--- src/rtl/q3_pkg.sv ---
// q3_pkg: shared definitions for the q3 serializer slice.
//   - 3-bit FSM state encodings and the matching state enum
//   - idle (mark) level of the serial line
package q3_pkg;

    localparam logic [2:0] st_idle_enc   = 3'd0;
    localparam logic [2:0] st_start_enc  = 3'd1;
    localparam logic [2:0] st_data_enc   = 3'd2;
    localparam logic [2:0] st_parity_enc = 3'd3;
    localparam logic [2:0] st_stop_enc   = 3'd4;

    localparam logic line_idle = 1'b1;

    typedef enum logic [2:0] {
        StIdle   = st_idle_enc,
        StStart  = st_start_enc,
        StData   = st_data_enc,
        StParity = st_parity_enc,
        StStop   = st_stop_enc
    } ser_state_e;

endpackage

--- src/rtl/q3_shift_reg.sv ---
// q3_shift_reg: WIDTH-bit parallel-load, shift-right register.
// Ports:
//   clk       - clock, rising edge
//   reset     - synchronous active-high reset (clears the register)
//   load      - load load_data (takes priority over shift)
//   shift     - shift right by one, zero fill at the MSB
//   load_data - parallel word to load
//   bit0      - current bit 0 of the register
module q3_shift_reg #(
    parameter int unsigned WIDTH = 8
) (
    input  logic             clk,
    input  logic             reset,
    input  logic             load,
    input  logic             shift,
    input  logic [WIDTH-1:0] load_data,
    output logic             bit0
);

    logic [WIDTH-1:0] sr_q;
    logic [WIDTH-1:0] sr_d;

    always_comb begin
        sr_d = sr_q;
        if (load) begin
            sr_d = load_data;
        end else if (shift) begin
            sr_d = {1'b0, sr_q[WIDTH-1:1]};
        end
    end

    always_ff @(posedge clk) begin
        if (reset) begin
            sr_q <= '0;
        end else begin
            sr_q <= sr_d;
        end
    end

    assign bit0 = sr_q[0];

endmodule

--- src/rtl/q3_serializer.sv ---
// q3_serializer: parallel-to-serial framer feeding the q3_dff register stage.
// Frame: start bit (0), WIDTH data bits LSB-first, optional parity bit, stop bit (1).
// Ports:
//   clk      - clock, rising edge
//   reset    - synchronous active-high reset; drops any frame in flight
//   in_data  - word to transmit, sampled on an accepted handshake
//   in_valid - producer has a word on in_data
//   in_ready - high only in IDLE
//   ser_out  - registered serial line, idles high
//   busy     - high in every non-IDLE state
//   done     - one-cycle pulse aligned with the stop bit
module q3_serializer
    import q3_pkg::*;
#(
    parameter int unsigned WIDTH      = 8,
    parameter bit          PARITY_EN  = 1'b1,
    parameter bit          ODD_PARITY = 1'b0
) (
    input  logic             clk,
    input  logic             reset,
    input  logic [WIDTH-1:0] in_data,
    input  logic             in_valid,
    output logic             in_ready,
    output logic             ser_out,
    output logic             busy,
    output logic             done
);

    localparam int unsigned CntW = $clog2(WIDTH);
    localparam logic [CntW-1:0] CntLast = CntW'(WIDTH - 1);

    ser_state_e state_q, state_d;
    logic [CntW-1:0] cnt_q, cnt_d;
    logic par_q, par_d;
    logic ser_out_q, ser_out_d;
    logic done_q, done_d;
    logic sr_load, sr_shift, sr_bit0;

    q3_shift_reg #(
        .WIDTH (WIDTH)
    ) u_shift_reg (
        .clk       (clk),
        .reset     (reset),
        .load      (sr_load),
        .shift     (sr_shift),
        .load_data (in_data),
        .bit0      (sr_bit0)
    );

    // Next state, counter, parity and shift-register control.
    always_comb begin
        state_d  = state_q;
        cnt_d    = cnt_q;
        par_d    = par_q;
        sr_load  = 1'b0;
        sr_shift = 1'b0;
        unique case (state_q)
            StIdle: begin
                if (in_valid) begin
                    state_d = StStart;
                    sr_load = 1'b1;
                    cnt_d   = '0;
                    par_d   = (^in_data) ^ ODD_PARITY;
                end
            end
            StStart: begin
                // The output register takes bit 0 on this edge, so advance now and
                // bit 0 of the register always holds the next bit to put on the line.
                sr_shift = 1'b1;
                state_d  = StData;
            end
            StData: begin
                sr_shift = 1'b1;
                cnt_d    = cnt_q + 1'b1;
                if (cnt_q == CntLast) begin
                    cnt_d   = '0;
                    state_d = PARITY_EN ? StParity : StStop;
                end
            end
            StParity: state_d = StStop;
            StStop:   state_d = StIdle;
            default:  state_d = StIdle;
        endcase
    end

    // Line level and done are registered from the state being entered.
    always_comb begin
        ser_out_d = line_idle;
        unique case (state_d)
            StStart:  ser_out_d = 1'b0;
            StData:   ser_out_d = sr_bit0;
            StParity: ser_out_d = par_q;
            default:  ser_out_d = line_idle;
        endcase
        done_d = (state_d == StStop);
    end

    always_ff @(posedge clk) begin
        if (reset) begin
            state_q   <= StIdle;
            cnt_q     <= '0;
            par_q     <= 1'b0;
            ser_out_q <= line_idle;
            done_q    <= 1'b0;
        end else begin
            state_q   <= state_d;
            cnt_q     <= cnt_d;
            par_q     <= par_d;
            ser_out_q <= ser_out_d;
            done_q    <= done_d;
        end
    end

    assign ser_out  = ser_out_q;
    assign done     = done_q;
    assign in_ready = (state_q == StIdle);
    assign busy     = (state_q != StIdle);

endmodule

--- config.mk ---
export PLATFORM = sky130hd
export DESIGN_NAME = q3_serializer
export DESIGN_NICKNAME = d
export VERILOG_FILES = /design/src/rtl/q3_pkg.sv /design/src/rtl/q3_shift_reg.sv /design/src/rtl/q3_serializer.sv
export SDC_FILE = /design/constraint.sdc
export NUM_CORES = 1
export LEC_CHECK = 0
export CAP_MARGIN = 20
export CELL_PAD_IN_SITES_DETAIL_PLACEMENT = 1
export CELL_PAD_IN_SITES_GLOBAL_PLACEMENT = 2
export CORE_ASPECT_RATIO = 0.9
export CORE_MARGIN = 1
export CORE_UTILIZATION = 28
export DETAILED_ROUTE_END_ITERATION = 10
export GPL_TIMING_DRIVEN = 0
export PLACE_DENSITY = 0.78
export SLEW_MARGIN = 20
export SYNTH_ARGS = -nofsm -noshare
export SYNTH_HDL_FRONTEND = slang
export SYNTH_SLANG_ARGS = --single-unit
--- constraint.sdc ---
create_clock -name clk -period 1.33 [get_ports clk]
set_input_delay 0.266 -clock clk [delete_from_list [all_inputs] [get_ports clk]]
set_output_delay 0.266 -clock clk [all_outputs]
set_load 0.05 [all_outputs]
Word level (Yosys, flattened, before mapping)
Index checks and enable logic that the tools add are counted.

cells by class
  add/subtract/negate cells = 1
  multiply operators = 0
  div/mod/pow operators = 0
  $lt $le $gt $ge = 0
  eq/ne operators = 9
  shifts and indexed selects = 0
  muxes and demuxes = 12
  bitwise logic cells = 0
  reductions and logical operators = 8

operators by type and width
  operator             count
  $mux 8               2
  $eq 3x2->1 const B   4
  $mux 3               4
  $pmux 3 s4           1
  $reduce_xor 8->1     1
  $eq 3x1->1 const B   2
  $eq 3x3->1 const B   2
  $pmux 3 s2           1
  $reduce_and 2->1     2
  $reduce_bool 2->1    2
  $add 3x1->3 const B  1
  $logic_not 3->1      1
  $mux 1               3
  $pmux 1 s3           1
  $reduce_bool 3->1    1
  $ne 2x2->1 const B   1
  $reduce_or 2->1      1

word-level totals
  flip-flop bits (word level) = 17
  bits in latches = 0
  bits in writable memories = 0
  memory bits (read-only) = 0
  bits of input ports = 11
  logic and storage cells = 36
  memories kept = 0

Depth between registers and ports, before layout
Gate-level depths: netlist (run 1).

  depth after elaboration = 5
  mapped depth = 6
  mapped depth without buffers = 6

By module
From an unflattened synthesis (run 1), not the netlist that was laid out.

unflattened totals
  cell total of the unflattened synthesis = 83
  area, all modules = 825.8 sq um

modules (own cells, without submodules)
  module         times used  cells each  area an instance (sq um)  sequential area each (sq um)
  q3_serializer  1           48          456.7                     180.2
  q3_shift_reg   1           35          369.1                     160.2

Worst setup path before layout (run 1)
Ideal clock, no wire load.

  path kind = reg2out
  start point = register state_q[0]
  end point = output port busy
  arrival = 1.351 ns
  data required time = 1.064 ns
  path slack = -0.287 ns
  stages on the path, launching flop included = 4
  path buffers = 1
  cells stage by stage = dfxtp_1 > clkbuf_8 > nor3_4 > inv_1

on the way
  longest elaborated chain between the ends = 1

ends and longest elaborated chain
  item                    RTL line              source
  start, declared         q3_serializer.sv:32   ser_state_e state_q, state_d;
  start signal, assigned  q3_serializer.sv:100  state_q <= StIdle;
  start signal, assigned  q3_serializer.sv:106  state_q <= state_d;
  $reduce_bool 3->1       q3_serializer.sv:117  assign busy = (state_q != StIdle);
  end, declared           q3_serializer.sv:25   output logic busy,

No other way between the ends.

Worst setup path in the final report (run 1)
  start point = register state_q[1]
  end point = output port busy

The elaborated chain is that of the path after synthesis.

==> results.sh, run 1 <==
export IMPL_status="finished with violations"
export IMPL_violations="negative setup slack"
export IMPL_hold_viol=0
export IMPL_clkTransAtPathRegs_ns=0.10
export IMPL_dp_hpwl_um=1407
export IMPL_route_antenna_remaining_nets=0
export IMPL_numClockSinks=17
export IMPL_cts_buffer_depth=2
export IMPL_die_area_um2=3305
export IMPL_clkLatencyLatePin_ns=0.29
export IMPL_antenna_found_initial=0
export IMPL_cp_data_arrival_time_ns=1.13
export IMPL_maxCapViolations=0
export IMPL_fin_util=0.4127
export IMPL_period_share=1.053
export IMPL_slew_viol_final=0
export IMPL_row_count=18
export IMPL_ctsHoldBuffers=0
export IMPL_numCtsBuffers=3
export IMPL_core_region_area_um2=2838
export IMPL_viasPerCell=4.685
export IMPL_dpl_cell_area_um2=1042
export IMPL_area_delta_synth_final_pct=35.85
export IMPL_fin_crit_ns=1.401
export IMPL_cp_max_fo=3
export IMPL_seq_area_um2=349.1
export IMPL_final_cell_mix="12 x dfxtp_1, 9 x nor2_1, 9 x clkdlybuf4s50_1"
export IMPL_wl_met1_um=931
export IMPL_grt_start_max_net_pins=11
export IMPL_wl_met3_um=57
export IMPL_gr_total_overflow=0
export IMPL_wl_met2_um=992
export IMPL_io_buffers=13
export IMPL_yosysSeqAreaShare=0.3948
export IMPL_ir_worst_vdd_uv=432.5
export IMPL_via_count=698
export IMPL_floorplan_initialDensity=0.3038
export IMPL_syn_avg_cell_area_um2=9.909
export IMPL_synth_area_leaders="dfxtp_1 39%, mux2i_1 10%, xnor2_1 7.1%"
export IMPL_netlist_area_leader_share=0.3948
export IMPL_multi_input_area_um2=528.0
export IMPL_holdPathStages=2
export IMPL_ff2ff_path_depth=5
export IMPL_nFillCells=354
export IMPL_remaining_drc_errors=0
export IMPL_grt_use_total=0.1391
export IMPL_final_common_cell="dfxtp_1"
export IMPL_hold_class="input pin to flip-flop"
export IMPL_rsz0062_at_grt="yes"
export IMPL_fin_area_um2=1171
export IMPL_routed_wl_um=1998
export IMPL_syn_inst=87
export IMPL_grt_pass1_vias=713
export IMPL_synth_warnings=0
export IMPL_cts_tree="yes"
export IMPL_worstPathRequired_ns=1.06
export IMPL_p_per_area_nw_per_um2=1117
export IMPL_die_w_um=60.49
export IMPL_start_kind="flip-flop"
export IMPL_antenna_cells=0
export IMPL_detail_route_wl_per_cell_um=13.41
export IMPL_io_pins=15
export IMPL_synth_top_cell_by_area="dfxtp_1"
export IMPL_htree_levels=1
export IMPL_slowest_delay_ns=0.37
export IMPL_nets=123
export IMPL_cp_cell_sequence="nor3_4 > inv_1 > buf_6"
export IMPL_place_gp_congestion=0.6841
export IMPL_worstSetupPathType="flip-flop to output pin"
export IMPL_yosys_cell_types_count=26
export IMPL_root_buffer="clkbuf_4"
export IMPL_drive_gt1_frac=0.3028
export IMPL_endpoint_kind="output pin"
export IMPL_worst_path_max_delay_cell="dfxtp_4"
export IMPL_finalSetupViolCount=9
export IMPL_fin_ws_ns=-0.07075
export IMPL_drt_first_pass_iters=4
export IMPL_route_top_layer_used="met4"
export IMPL_ys_seq_elements=17
export IMPL_syn_area_um2=862.1
export IMPL_synth_nets=100
export IMPL_grt_pass1_wl_um=3353
export IMPL_chipHeight_um=54.64
export IMPL_first_iter_violations=33
export IMPL_fmax_mhz=713.9
export IMPL_p_leak_nw=0.4176
export IMPL_max_slew_margin=0.6806
export IMPL_finalClockSkew_ns=0.01064
export IMPL_worst_slew_pin_slew_ns=0.4791
==> sequential cells by signal, summed over array words and instances, names as in the netlist <==
register          count
u_shift_reg.sr_q      8
cnt_q                 3
state_q               3
done                  1
par_q                 1
ser_out               1
==> kinds of logic after synthesis <==
kind of cell | synth area share
AOI/OAI and AO/OA | 0.1118
and+or+nand+nor | 0.1960
xor gates and xnor gates | 0.1031
muxes | 0.1045
buffers and inverters | 0.06095
adders and majority gates | 0.02902
DFF | 0.3948
==> timing repair <==
item                                    CTS  global route
pin swaps                                 5             3
endpoints found under the setup margin   15            15
buffers inserted                          8             0
resized for setup                        33             6
endpoints found under the hold margin     0             0
==> stage by stage <==
stage	TNS, ns	setup WS (ns)	instances	hold WS [ns]	power, W
final	-0.2069	-0.07075	149	0.3979	0.001308
after global routing	-1.101	-0.1474	149	0.4500	0.001386
after CTS	-0.4374	-0.1237	151	0.4028	0.001310
after detailed placement	-2.804	-0.4776	140	0.4735	0.0009883
after global placement	-2.469	-0.4624	140	0.4614	0.0009806
after floorplan	-3.442	-0.2862	87	0.4020	0.0008786
==> path summary, 6_finish.rpt <==
| check | startpoint | to | slack (ns) |
|---|---|---|---|
| hold / removal | reset | u_shift_reg.sr_q[4] | 0.40 |
| hold reg to reg | cnt_q[1] | cnt_q[1] | 0.50 |
| setup / recovery | state_q[1] | busy | -0.07 |
| setup reg to reg | state_q[1] | u_shift_reg.sr_q[4] | -0.05 |
==> report_power, final <==
part / total, W / internal (W) / switching [W] / leakage, nW
Sequential: 0.000590 / 0.000558 / 0.0000322 / 0.142
Combinational: 0.000440 / 0.000214 / 0.000226 / 0.260
Clock: 0.000279 / 0.000117 / 0.000162 / 0.0150
==> worst max-delay path: cells and delay by family (launching register included) <==
family,cells,cell delay (ns)
buffers and inverters,2,0.23
and+or+nand+nor,1,0.24
DFF,1,0.37
==> synth_stat cells, drive strengths merged <==
library cell   n
a2111oi        1
a211oi         8
a21oi          4
and2           2
buf            3
clkbuf         3
dfxtp         17
ha             2
inv            1
mux2i          9
nand2          6
nand3          3
nand3b         1
nor2          10
nor3           6
nor4           1
o31ai          1
or3            1
xnor2          8
==> metal layers <==
| metal | track usage | vias to the layer above |
|---|---|---|
| li1 | - | 351 |
| met1 | 0.1777 | 333 |
| met2 | 0.2344 | 12 |
| met3 | 0.03783 | 2 |
| met4 | 0.03030 | 0 |
| met5 | 0 | - |
==> layout make-up <==
type / instances / area share
buffer: 3 / 0.01603
multi-input combinational: 63 / 0.4509
sequential: 17 / 0.2981
timing repair buffer: 21 / 0.1667
tap: 40 / 0.04274
inverter: 1 / 0.003205
clock buffer: 4 / 0.02244
Note: power is estimated with default switching activity, not from simulation.
==> run 2: changes to the inputs <==
- CTS_CLUSTER_SIZE: not set -> 40
==> results of run 2 <==
The final DEF is identical to that of run 1; final timing and power are the same.
